File: src/rtl/lc3b_types.sv
// ============================================================================
// Package  : lc3b_types
// Desc     : Shared word/line/tag types and the victim-cache FSM states.
// Revision : 1.0 - initial release
// ============================================================================
`default_nettype none

package lc3b_types;

  typedef logic [15:0]  lc3b_word;
  typedef logic [127:0] lc3b_c_line;
  typedef logic [11:0]  lc3b_c_tag;

  typedef enum logic [1:0] {
    IDLE   = 2'd0,
    LOOKUP = 2'd1,
    WB     = 2'd2,
    FILL   = 2'd3
  } vc_state_t;

  function automatic lc3b_word line_addr(input lc3b_c_tag tag);
    return {tag, 4'b0000};
  endfunction

endpackage

`default_nettype wire

File: src/rtl/vc_tag_cam.sv
// ============================================================================
// Module   : vc_tag_cam
// Desc     : Tag/valid/dirty store with parallel compare for the victim cache.
// Revision : 1.0 - initial release
// ============================================================================
`default_nettype none

module vc_tag_cam
  import lc3b_types::*;
#(
  parameter int ENTRIES = 8
) (
  input  logic               clk,
  input  logic               rst_n,
  input  logic [11:0]        lookup_tag_i,
  input  logic               wr_en_i,
  input  logic [2:0]         wr_idx_i,
  input  logic [11:0]        wr_tag_i,
  input  logic               wr_dirty_i,
  input  logic               clr_en_i,
  input  logic [2:0]         clr_idx_i,
  input  logic [2:0]         rd_idx_i,
  output logic               hit_o,
  output logic [2:0]         hit_idx_o,
  output logic               free_o,
  output logic [2:0]         free_idx_o,
  output logic [ENTRIES-1:0] valid_o,
  output logic [ENTRIES-1:0] dirty_o,
  output logic [11:0]        rd_tag_o
);

  lc3b_c_tag          tag_q [ENTRIES];
  logic [ENTRIES-1:0] valid_q;
  logic [ENTRIES-1:0] dirty_q;
  logic [ENTRIES-1:0] w_match;

  always_ff @(posedge clk or negedge rst_n) begin
    if (!rst_n) begin
      valid_q <= '0;
      dirty_q <= '0;
      for (int i = 0; i < ENTRIES; i++) tag_q[i] <= '0;
    end else begin
      for (int i = 0; i < ENTRIES; i++) begin
        if (wr_en_i && (wr_idx_i == 3'(i))) begin
          tag_q[i]   <= wr_tag_i;
          valid_q[i] <= 1'b1;
          dirty_q[i] <= wr_dirty_i;
        end else if (clr_en_i && (clr_idx_i == 3'(i))) begin
          valid_q[i] <= 1'b0;
          dirty_q[i] <= 1'b0;
        end
      end
    end
  end

  for (genvar g = 0; g < ENTRIES; g++) begin : g_match
    assign w_match[g] = valid_q[g] && (tag_q[g] == lookup_tag_i);
  end

  // Scan high-to-low so the lowest matching / invalid index wins.
  always_comb begin
    hit_o      = 1'b0;
    hit_idx_o  = '0;
    free_o     = 1'b0;
    free_idx_o = '0;
    for (int i = ENTRIES - 1; i >= 0; i--) begin
      if (w_match[i]) begin
        hit_o     = 1'b1;
        hit_idx_o = 3'(i);
      end
      if (!valid_q[i]) begin
        free_o     = 1'b1;
        free_idx_o = 3'(i);
      end
    end
  end

  assign valid_o  = valid_q;
  assign dirty_o  = dirty_q;
  assign rd_tag_o = tag_q[rd_idx_i];

endmodule

`default_nettype wire

File: src/rtl/vc_ctrl.sv
// ============================================================================
// Module   : vc_ctrl
// Desc     : Victim-cache controller: lookup/swap, dirty write-back and fill.
// Revision : 1.0 - initial release
// ============================================================================
`default_nettype none

module vc_ctrl
  import lc3b_types::*;
#(
  parameter int ENTRIES = 8
) (
  input  logic         clk,
  input  logic         rst_n,
  input  logic         vc_req,
  input  logic [15:0]  vc_addr,
  input  logic         vc_evict_valid,
  input  logic [15:0]  vc_evict_addr,
  input  logic [127:0] vc_evict_data,
  input  logic         vc_evict_dirty,
  output logic         vc_resp,
  output logic [127:0] vc_rdata,
  output logic         vc_rdirty,
  input  logic [127:0] arr_line0,
  input  logic [127:0] arr_line1,
  input  logic [127:0] arr_line2,
  input  logic [127:0] arr_line3,
  input  logic [127:0] arr_line4,
  input  logic [127:0] arr_line5,
  input  logic [127:0] arr_line6,
  input  logic [127:0] arr_line7,
  output logic         arr_write,
  output logic [2:0]   arr_index,
  output logic [127:0] arr_wdata,
  output logic         pmem_read,
  output logic         pmem_write,
  output logic [15:0]  pmem_address,
  output logic [127:0] pmem_wdata,
  input  logic [127:0] pmem_rdata,
  input  logic         pmem_resp
);

  vc_state_t  state_q, state_d;
  lc3b_c_tag  req_tag_q;
  lc3b_c_tag  ev_tag_q;
  lc3b_c_line ev_data_q;
  logic       ev_valid_q, ev_dirty_q;
  logic [2:0] victim_q, victim_d;
  logic [2:0] fifo_ptr_q, fifo_ptr_d;
  logic       from_fifo_q, from_fifo_d;

  lc3b_c_line         w_lines [ENTRIES];
  logic               w_hit, w_free, w_cam_wr, w_cam_clr;
  logic [2:0]         w_hit_idx, w_free_idx;
  logic [ENTRIES-1:0] w_valid, w_dirty;
  lc3b_c_tag          w_rd_tag;
  logic               w_unused;

  assign w_lines[0] = arr_line0;
  assign w_lines[1] = arr_line1;
  assign w_lines[2] = arr_line2;
  assign w_lines[3] = arr_line3;
  assign w_lines[4] = arr_line4;
  assign w_lines[5] = arr_line5;
  assign w_lines[6] = arr_line6;
  assign w_lines[7] = arr_line7;

  // Byte offsets never matter: everything is tracked per 16-byte line.
  assign w_unused = ^{vc_addr[3:0], vc_evict_addr[3:0]};

  vc_tag_cam #(.ENTRIES(ENTRIES)) u_cam (
    .clk          (clk),
    .rst_n        (rst_n),
    .lookup_tag_i (req_tag_q),
    .wr_en_i      (w_cam_wr),
    .wr_idx_i     (arr_index),
    .wr_tag_i     (ev_tag_q),
    .wr_dirty_i   (ev_dirty_q),
    .clr_en_i     (w_cam_clr),
    .clr_idx_i    (w_hit_idx),
    .rd_idx_i     (victim_q),
    .hit_o        (w_hit),
    .hit_idx_o    (w_hit_idx),
    .free_o       (w_free),
    .free_idx_o   (w_free_idx),
    .valid_o      (w_valid),
    .dirty_o      (w_dirty),
    .rd_tag_o     (w_rd_tag)
  );

  always_ff @(posedge clk or negedge rst_n) begin
    if (!rst_n) begin
      state_q     <= IDLE;
      fifo_ptr_q  <= '0;
      victim_q    <= '0;
      from_fifo_q <= 1'b0;
      req_tag_q   <= '0;
      ev_tag_q    <= '0;
      ev_data_q   <= '0;
      ev_valid_q  <= 1'b0;
      ev_dirty_q  <= 1'b0;
    end else begin
      state_q     <= state_d;
      fifo_ptr_q  <= fifo_ptr_d;
      victim_q    <= victim_d;
      from_fifo_q <= from_fifo_d;
      if ((state_q == IDLE) && vc_req) begin
        req_tag_q  <= vc_addr[15:4];
        ev_tag_q   <= vc_evict_addr[15:4];
        ev_data_q  <= vc_evict_data;
        ev_valid_q <= vc_evict_valid;
        ev_dirty_q <= vc_evict_dirty;
      end
    end
  end

  always_comb begin
    state_d      = state_q;
    victim_d     = victim_q;
    from_fifo_d  = from_fifo_q;
    fifo_ptr_d   = fifo_ptr_q;
    vc_resp      = 1'b0;
    vc_rdata     = '0;
    vc_rdirty    = 1'b0;
    arr_write    = 1'b0;
    arr_index    = '0;
    arr_wdata    = '0;
    pmem_read    = 1'b0;
    pmem_write   = 1'b0;
    pmem_address = '0;
    pmem_wdata   = '0;
    w_cam_wr     = 1'b0;
    w_cam_clr    = 1'b0;

    case (state_q)
      IDLE: begin
        if (vc_req) state_d = LOOKUP;
      end

      LOOKUP: begin
        if (w_hit) begin
          vc_resp   = 1'b1;
          vc_rdata  = w_lines[w_hit_idx];
          vc_rdirty = w_dirty[w_hit_idx];
          // A hit with no eviction hands the line to L1, so the slot is freed.
          if (ev_valid_q) begin
            arr_write = 1'b1;
            arr_index = w_hit_idx;
            arr_wdata = ev_data_q;
            w_cam_wr  = 1'b1;
          end else begin
            w_cam_clr = 1'b1;
          end
          state_d = IDLE;
        end else begin
          victim_d    = w_free ? w_free_idx : fifo_ptr_q;
          from_fifo_d = !w_free;
          if (ev_valid_q && w_valid[victim_d] && w_dirty[victim_d]) state_d = WB;
          else                                                      state_d = FILL;
        end
      end

      WB: begin
        pmem_write   = 1'b1;
        pmem_address = line_addr(w_rd_tag);
        pmem_wdata   = w_lines[victim_q];
        if (pmem_resp) state_d = FILL;
      end

      FILL: begin
        pmem_read    = 1'b1;
        pmem_address = line_addr(req_tag_q);
        if (pmem_resp) begin
          vc_resp  = 1'b1;
          vc_rdata = pmem_rdata;
          if (ev_valid_q) begin
            arr_write = 1'b1;
            arr_index = victim_q;
            arr_wdata = ev_data_q;
            w_cam_wr  = 1'b1;
            if (from_fifo_q) fifo_ptr_d = fifo_ptr_q + 3'd1;
          end
          state_d = IDLE;
        end
      end

      default: state_d = IDLE;
    endcase
  end

endmodule

`default_nettype wire

File: config.mk
export PLATFORM = sky130hd
export DESIGN_NAME = vc_ctrl
export DESIGN_NICKNAME = d
export VERILOG_FILES = /design/src/rtl/lc3b_types.sv /design/src/rtl/vc_tag_cam.sv /design/src/rtl/vc_ctrl.sv
export SDC_FILE = /design/constraint.sdc
export NUM_CORES = 2
export LEC_CHECK = 0
export BUFFER_PORTS_ARGS = -buffer_cell sky130_fd_sc_hd__buf_4
export CAP_MARGIN = 5
export CORE_AREA = 2 2 665 667
export DETAILED_ROUTE_END_ITERATION = 10
export DIE_AREA = 0 0 667 669
export REMOVE_ABC_BUFFERS = 1
export SLEW_MARGIN = 15
export SYNTH_ARGS = -nofsm -noshare
export SYNTH_HDL_FRONTEND = slang
export SYNTH_SLANG_ARGS = --single-unit
export TNS_END_PERCENT = 100
File: constraint.sdc
create_clock -name clk -period 4.1 [get_ports clk]
set_clock_uncertainty 0.15 [all_clocks]
set_input_delay 0.41 -clock clk [delete_from_list [all_inputs] [get_ports clk]]
set_output_delay 0.41 -clock clk [all_outputs]
set_load 0.01 [all_outputs]
======== Word level (Yosys, flattened, before mapping) ========
Cells that the tools add are included.
operators by class
  mux-type cells .......................... 106
  order comparisons ....................... 4
  reductions and logical operators ........ 42
  multiply operators ...................... 0
  equal/unequal tests ..................... 28
  shift operators ......................... 0
  div/mod/pow operators ................... 0
  bitwise gates (word level) .............. 3
  $add $sub $neg .......................... 1
operator list
  cell                                                        count
  two-way mux 128 bit                                         10
  binary-select mux 128 bit (select 3 bit)                    2
  case mux 128 bit (2 select lines)                           2
  == test 12 bit                                              8
  two-way mux 3 bit                                           21
  two-way mux 1 bit                                           56
  binary-select mux 12 bit (select 3 bit)                     1
  case mux 16 bit (2 select lines)                            1
  logical AND 1 bit                                           27
  == test 3 bit, second input constant                        8
  two-way mux 12 bit                                          2
  nonzero test 2 bit                                          8
  == test 3 x 2 -> 1 bit, second input constant               4
  binary-select mux 1 bit (select 3 bit)                      3
  greater-or-equal comparator 4 bit, second input constant    2
  less-than comparator 3 x 4 -> 1 bit, second input constant  2
  two-way mux 2 bit                                           4
  NOT 3 -> 4 bit                                              2
  case mux 2 bit (4 select lines)                             1
  == test 3 x 1 -> 1 bit, second input constant               2
  logical NOT 3 bit                                           2
  != test 2 bit, second input constant                        3
  case mux 3 bit (2 select lines)                             1
  == test 2 bit, second input constant                        2
  other kinds (9)                                             10
word-level totals
  input port bits ......................... 1,318
  logic and storage cells ................. 217
  RAM bits ................................ 0
  memories ................................ 0
  latch bits .............................. 0
  output and inout bits ................... 408
  memory bits (read-only) ................. 0
  register bits ........................... 275

======== Depth between registers and ports, before layout ========
  word-level depth ........................ 16
  depth in mapped cells ................... 13
  mapped depth without buffers ............ 9

======== Hierarchy ========
A second synthesis with hierarchy kept.
second synthesis, totals
  cell total of the unflattened synthesis .. 2,425
  area total of the unflattened synthesis .. 30,739.5 sq um
by module, submodules not included
  module      area each (sq um)  times used  cells each  seq. area each (sq um)
  vc_ctrl     24,434.7           1           1,935       4,078.9
  vc_tag_cam  6,304.8            1           490         2,802.7

======== Least setup slack after synthesis ========
Ideal clock, no wire load.
  path type ............................... reg2out
  from .................................... register req_tag_q[8]
  to ...................................... output vc_rdata[0]
  path slack .............................. 0.551 ns
  data arrival time ....................... 2.989 ns
  cell stages (with the launch flop) ...... 14
  data required time ...................... 3.540 ns
  path buffers ............................ 5
  cells stage by stage .................... dfrtp_1 > buf_2 > xnor2_1 > nand4_1 > or4_1 > a211o_1 > a311oi_2 > buf_4 > nor3_1 > buf_6 > buf_6 > buf_6 > a221oi_1 > nand2_1
on the way
  cells in the longest elaborated chain, start to end .. 16
  elaborated cells between the ends (all ways) .. 38
  classes of those cells .................. eq/ne (8); mux (21); bitwise (1); reduce/logical (8)
ends and longest elaborated chain
  element                                                  line              RTL
  from (decl)                                              vc_ctrl.sv:44     lc3b_c_tag req_tag_q;
  from (signal assigned)                                   vc_ctrl.sv:108    req_tag_q <= vc_addr[15:4];
  == test 12 bit                                           vc_tag_cam.sv:57  assign w_match[g] = valid_q[g] && (tag_q[g] == lookup_tag_i);
  logical AND 1 bit                                        vc_tag_cam.sv:57
  two-way mux 3 bit (8 in series)                          vc_tag_cam.sv:67  if (w_match[i]) begin
  NOT 3 -> 4 bit (implied by the code)                     vc_ctrl.sv:143    vc_rdata = w_lines[w_hit_idx];
  binary-select mux 128 bit (select 3 bit)                 vc_ctrl.sv:143
  two-way mux 128 bit (implied by the code) (2 in series)  vc_ctrl.sv:143
  two-way mux 128 bit (*)                                  vc_ctrl.sv:141    if (w_hit) begin
  case mux 128 bit (2 select lines) (*)                    vc_ctrl.sv:135    case (state_q)
  to (decl)                                                vc_ctrl.sv:22     output logic [127:0] vc_rdata,
Mark *: on every way between the ends. The rest lies on a longest branch, timed or not. The select of a mux whose other input is x is not followed.

======== Worst setup path in the final report ========
  from .................................... register req_tag_q[11]
  to ...................................... output vc_rdata[2]
The elaborated chain is that of the path after synthesis.

==> metrics.txt <==
Synth Cell Area=roughly 30000 um^2; tightest hold margin=0.0713 ns; area of the die=between 400000 and 500000 um^2; power per standard cell area=~440 nW/um^2; gr busiest metal=met2; Slew Viols, Final=0; Synth async-reset ratio=1.00; area of the core region=about 440000 um^2; switching part of the total power=0.492; standard cell with the maximum stage delay on the critical path=or4_4; buffer levels on the longest clock path=3; # H-tree levels=1; cell class contributing the biggest share of worst-path delay=buffers and inverters; Worst-Skew Late Latency=approximately 0.66 ns; Die X-Extent=approximately 670 um; number of enable flip-flop cells after synthesis=0; pin count of the biggest net entering global routing=around 110; Worst Path Class, Setup=flop to output pin; number of iterations in the first detailed-routing pass=6; part of the power in combinational logic=0.717; starting density of the core=0.0691; Switch Pwr=between 10 and 15 mW; placed wire-length estimate=385 mm; total via count in the routed design=slightly above 40000; Top cell by count, worst path=buf_6; Most used DFF post-synth=dfrtp_1; total DRC errors in the routed layout=0; post-CTS clock slew at the launch and capture registers of the worst setup and hold paths=approximately 0.07 ns; GRT Resource Usage Total=0.187; Max transition margin=0.417; Clock power frac=0.110; commonest cells after routing, fill and taps aside=buf_4 (1875), mux2i_1 (376), mux2_2 (314); most common library cell in the layout ignoring fill and taps=buf_4; cell types with the largest area share after synthesis=dfrtp_1 (23%), mux4_2 (21%), mux2i_1 (13%); max cap viols=0; routed length per placed instance=40.0 um; worst IR drop on VDD=0.354 mV; min-delay worst type=input port to flop; Int Pwr=14.2 mW; synthesized area divided by synthesized cell count=10.1 um^2; number of DRC markers in iteration 0=between 4000 and 5000; run status=finished with violations; first-pass GRT wire length=about 520 mm; met2 Resource Use GR=0.320; critical path buffer and inverter count=10; share of synthesized area occupied by flip-flops and latches=0.226; CTS Buf Count=31; clock tree sinks=around 280; Setup TNS=-120.23 ns; count of yosys warnings during synthesis=0; largest area contributor in the synthesized netlist=dfrtp_1; row count=about 240; number of hold-slack violations in the final timing report=0; number of library cell types mapped by synthesis=56; proportion of layout cells with a drive suffix above 1=0.662; worst setup margin=-0.797 ns; Worst setup EP type=output pin; fmax=around 200 MHz; initial antenna violation count=393; Critical Path Source Type=flop; ratio of final minimum period to clock period=1.19; number of primary I/O pins=1726; vias in the first global route=a little under 40000; violated checks=setup timing; arrival time reported for the critical path endpoint=approximately 4.3 ns; root buffer selected by CTS=clkbuf_16; wire length reported by the detailed router=around 440 mm; largest stage delay on the critical path=0.58 ns; clock period minus final worst setup slack=between 4 and 5 ns; pin slew with the least headroom to its limit=0.874 ns; GRT Residual Overflow=0; net total in the final layout=between 6000 and 7000; biggest fanout along the worst timing path=6; required arrival time at the worst endpoint=3.54 ns; Fillers=49493; unrepaired setup endpoints after global routing=yes; M1 GR Usage=0.188; number of vias per cell=roughly 3.7; P&R area growth vs syn=112%; clock tree from TritonCTS=built; CP Cell Sequence=buf_4 -> xnor2_1 -> nand3_2 -> or4_4 -> buf_6 -> a311oi_4 -> buf_6 -> nor4_4 -> buf_6 -> buf_12 -> clkbuf_16 -> buf_12 -> buf_12 -> a221oi_4 -> buf_6 -> nand2_4 -> buf_6; proportion of power drawn by flip-flops and latches=0.174; # setup viols final=261; top-area cell type share of the netlist area=0.226; LEAKAGE=28.4 nW; count of input and output buffers=roughly 1700; count of state elements after synthesis=roughly 280; met3 global-route usage=0.0969; number of instances in the synthesized netlist=around 3000; Routability Congestion=just under 1; residual antenna-violating net count after detailed routing=0; Die Ht=approximately 670 um
## flip-flops by register name (all words and copies together), names as in the netlist, named ones only
register,count
req_tag_q,12
ev_tag_q,12
u_cam.tag_q,96
ev_data_q,128
u_cam.dirty_o,8
state_q,1
victim_q,3
fifo_ptr_q,3
ev_valid_q,1
u_cam.valid_o,8
ev_dirty_q,1
from_fifo_q,1
## through the flow
stage	total power, mW	instances	worst slack [ns]	util	cell area (um^2)
after global routing	29.3	11092	-0.897	0.146	64200
after global placement	23.3	10571	-1.30	0.121	53200
after floorplan	12.7	2691	-38.62	-	29000
after detailed placement	23.4	10571	-0.896	0.121	53200
final	28.0	11137	-0.797	0.146	64300
after CTS	27.7	10912	-0.911	0.138	60900
## path summary, 6_finish.rpt
check / slack [ns] / cells after the start / to / from
worst min register to register: 0.33 / 1 / fifo_ptr_q[2] / fifo_ptr_q[2]
worst min-delay path: 0.07 / 5 / state_q[0] / vc_req
min in group asynchronous: 0.12 / 2 / ev_data_q[116] / rst_n
worst max-delay path: -0.80 / 17 / vc_rdata[2] / req_tag_q[11]
worst max register to register: 0.12 / 16 / u_cam.tag_q[36] / req_tag_q[7]
max in group asynchronous: 2.51 / 3 / ev_data_q[101] / rst_n
## tightest hold or removal path, stage by stage
cell	delay, ns
buf_4	0.10
mux2i_1	0.06
nor2_1	0.08
a21oi_1	0.09
o21ai_0	0.08
## per-layer routing
metal  vias up  share of wire  wire [um]
met2      3195           0.49     217000
met1     20355           0.33     145000
met5         -         0.0033       1450
met3      1011           0.13      58400
li1      16150              -          -
met4       172          0.052      23100
## cells by family (layout without fill, tap and decap cells)
group           count (synthesis)  after routing  synth area share
flops                         275            275             0.226
other cells                     1            140          0.000123
xor+xnor                       98             98            0.0282
compound gates                564            564             0.112
mux                          1072           1072             0.484
simple gates                  669            669             0.102
fa+ha+maj                       1              1          0.000412
buf+inv                       321           2537            0.0467
## layout make-up
cell class	count	area [um^2]	area share
antenna	136	340	0.00529
sequential	275	6910	0.107
tap	5781	7230	0.112
timing repair buffer	2472	22900	0.356
inverter	8	30.0	0.000467
clock inverter	15	193	0.00300
clock buffer	42	857	0.0133
multi-input combinational	2408	25800	0.402
## power by group through the flow
stage	Sequential, mW	Combinational, mW	Clock [mW]
after floorplan	5.10	7.61	0
after global placement	4.82	18.5	0
after detailed placement	4.85	18.5	0
after CTS	4.83	19.7	3.18
after global routing	4.99	21.1	3.24
final	4.86	20.1	3.07
## cells in the mapped netlist, types with 3 or more instances
cell,n
buf_2,65
clkbuf_1,176
nand2b_1,3
mux2i_1,409
o21ai_0,276
xnor2_1,97
buf_1,47
dfrtp_1,275
nor2_1,138
buf_6,10
nand2_1,314
mux2_2,345
and3_1,132
nand4_1,19
mux2_1,38
nand3_1,11
buf_4,15
inv_1,8
a221oi_1,128
mux4_2,280
and2_1,18
a21oi_1,134
or4_1,3
nor4_1,9
nand3b_1,3
nor2b_1,6
o41ai_1,3
a21o_1,5
## what timing repair did
item                                    CTS  global route
setup buffers                           111           103
hold endpoints to repair                238             0
gates cloned                             31            15
gates resized for setup                 761           558
hold buffers                            156             0
pin swaps                               139           135
endpoints found under the setup margin  341           371
No activity file was read; power rests on OpenSTA's default activity.
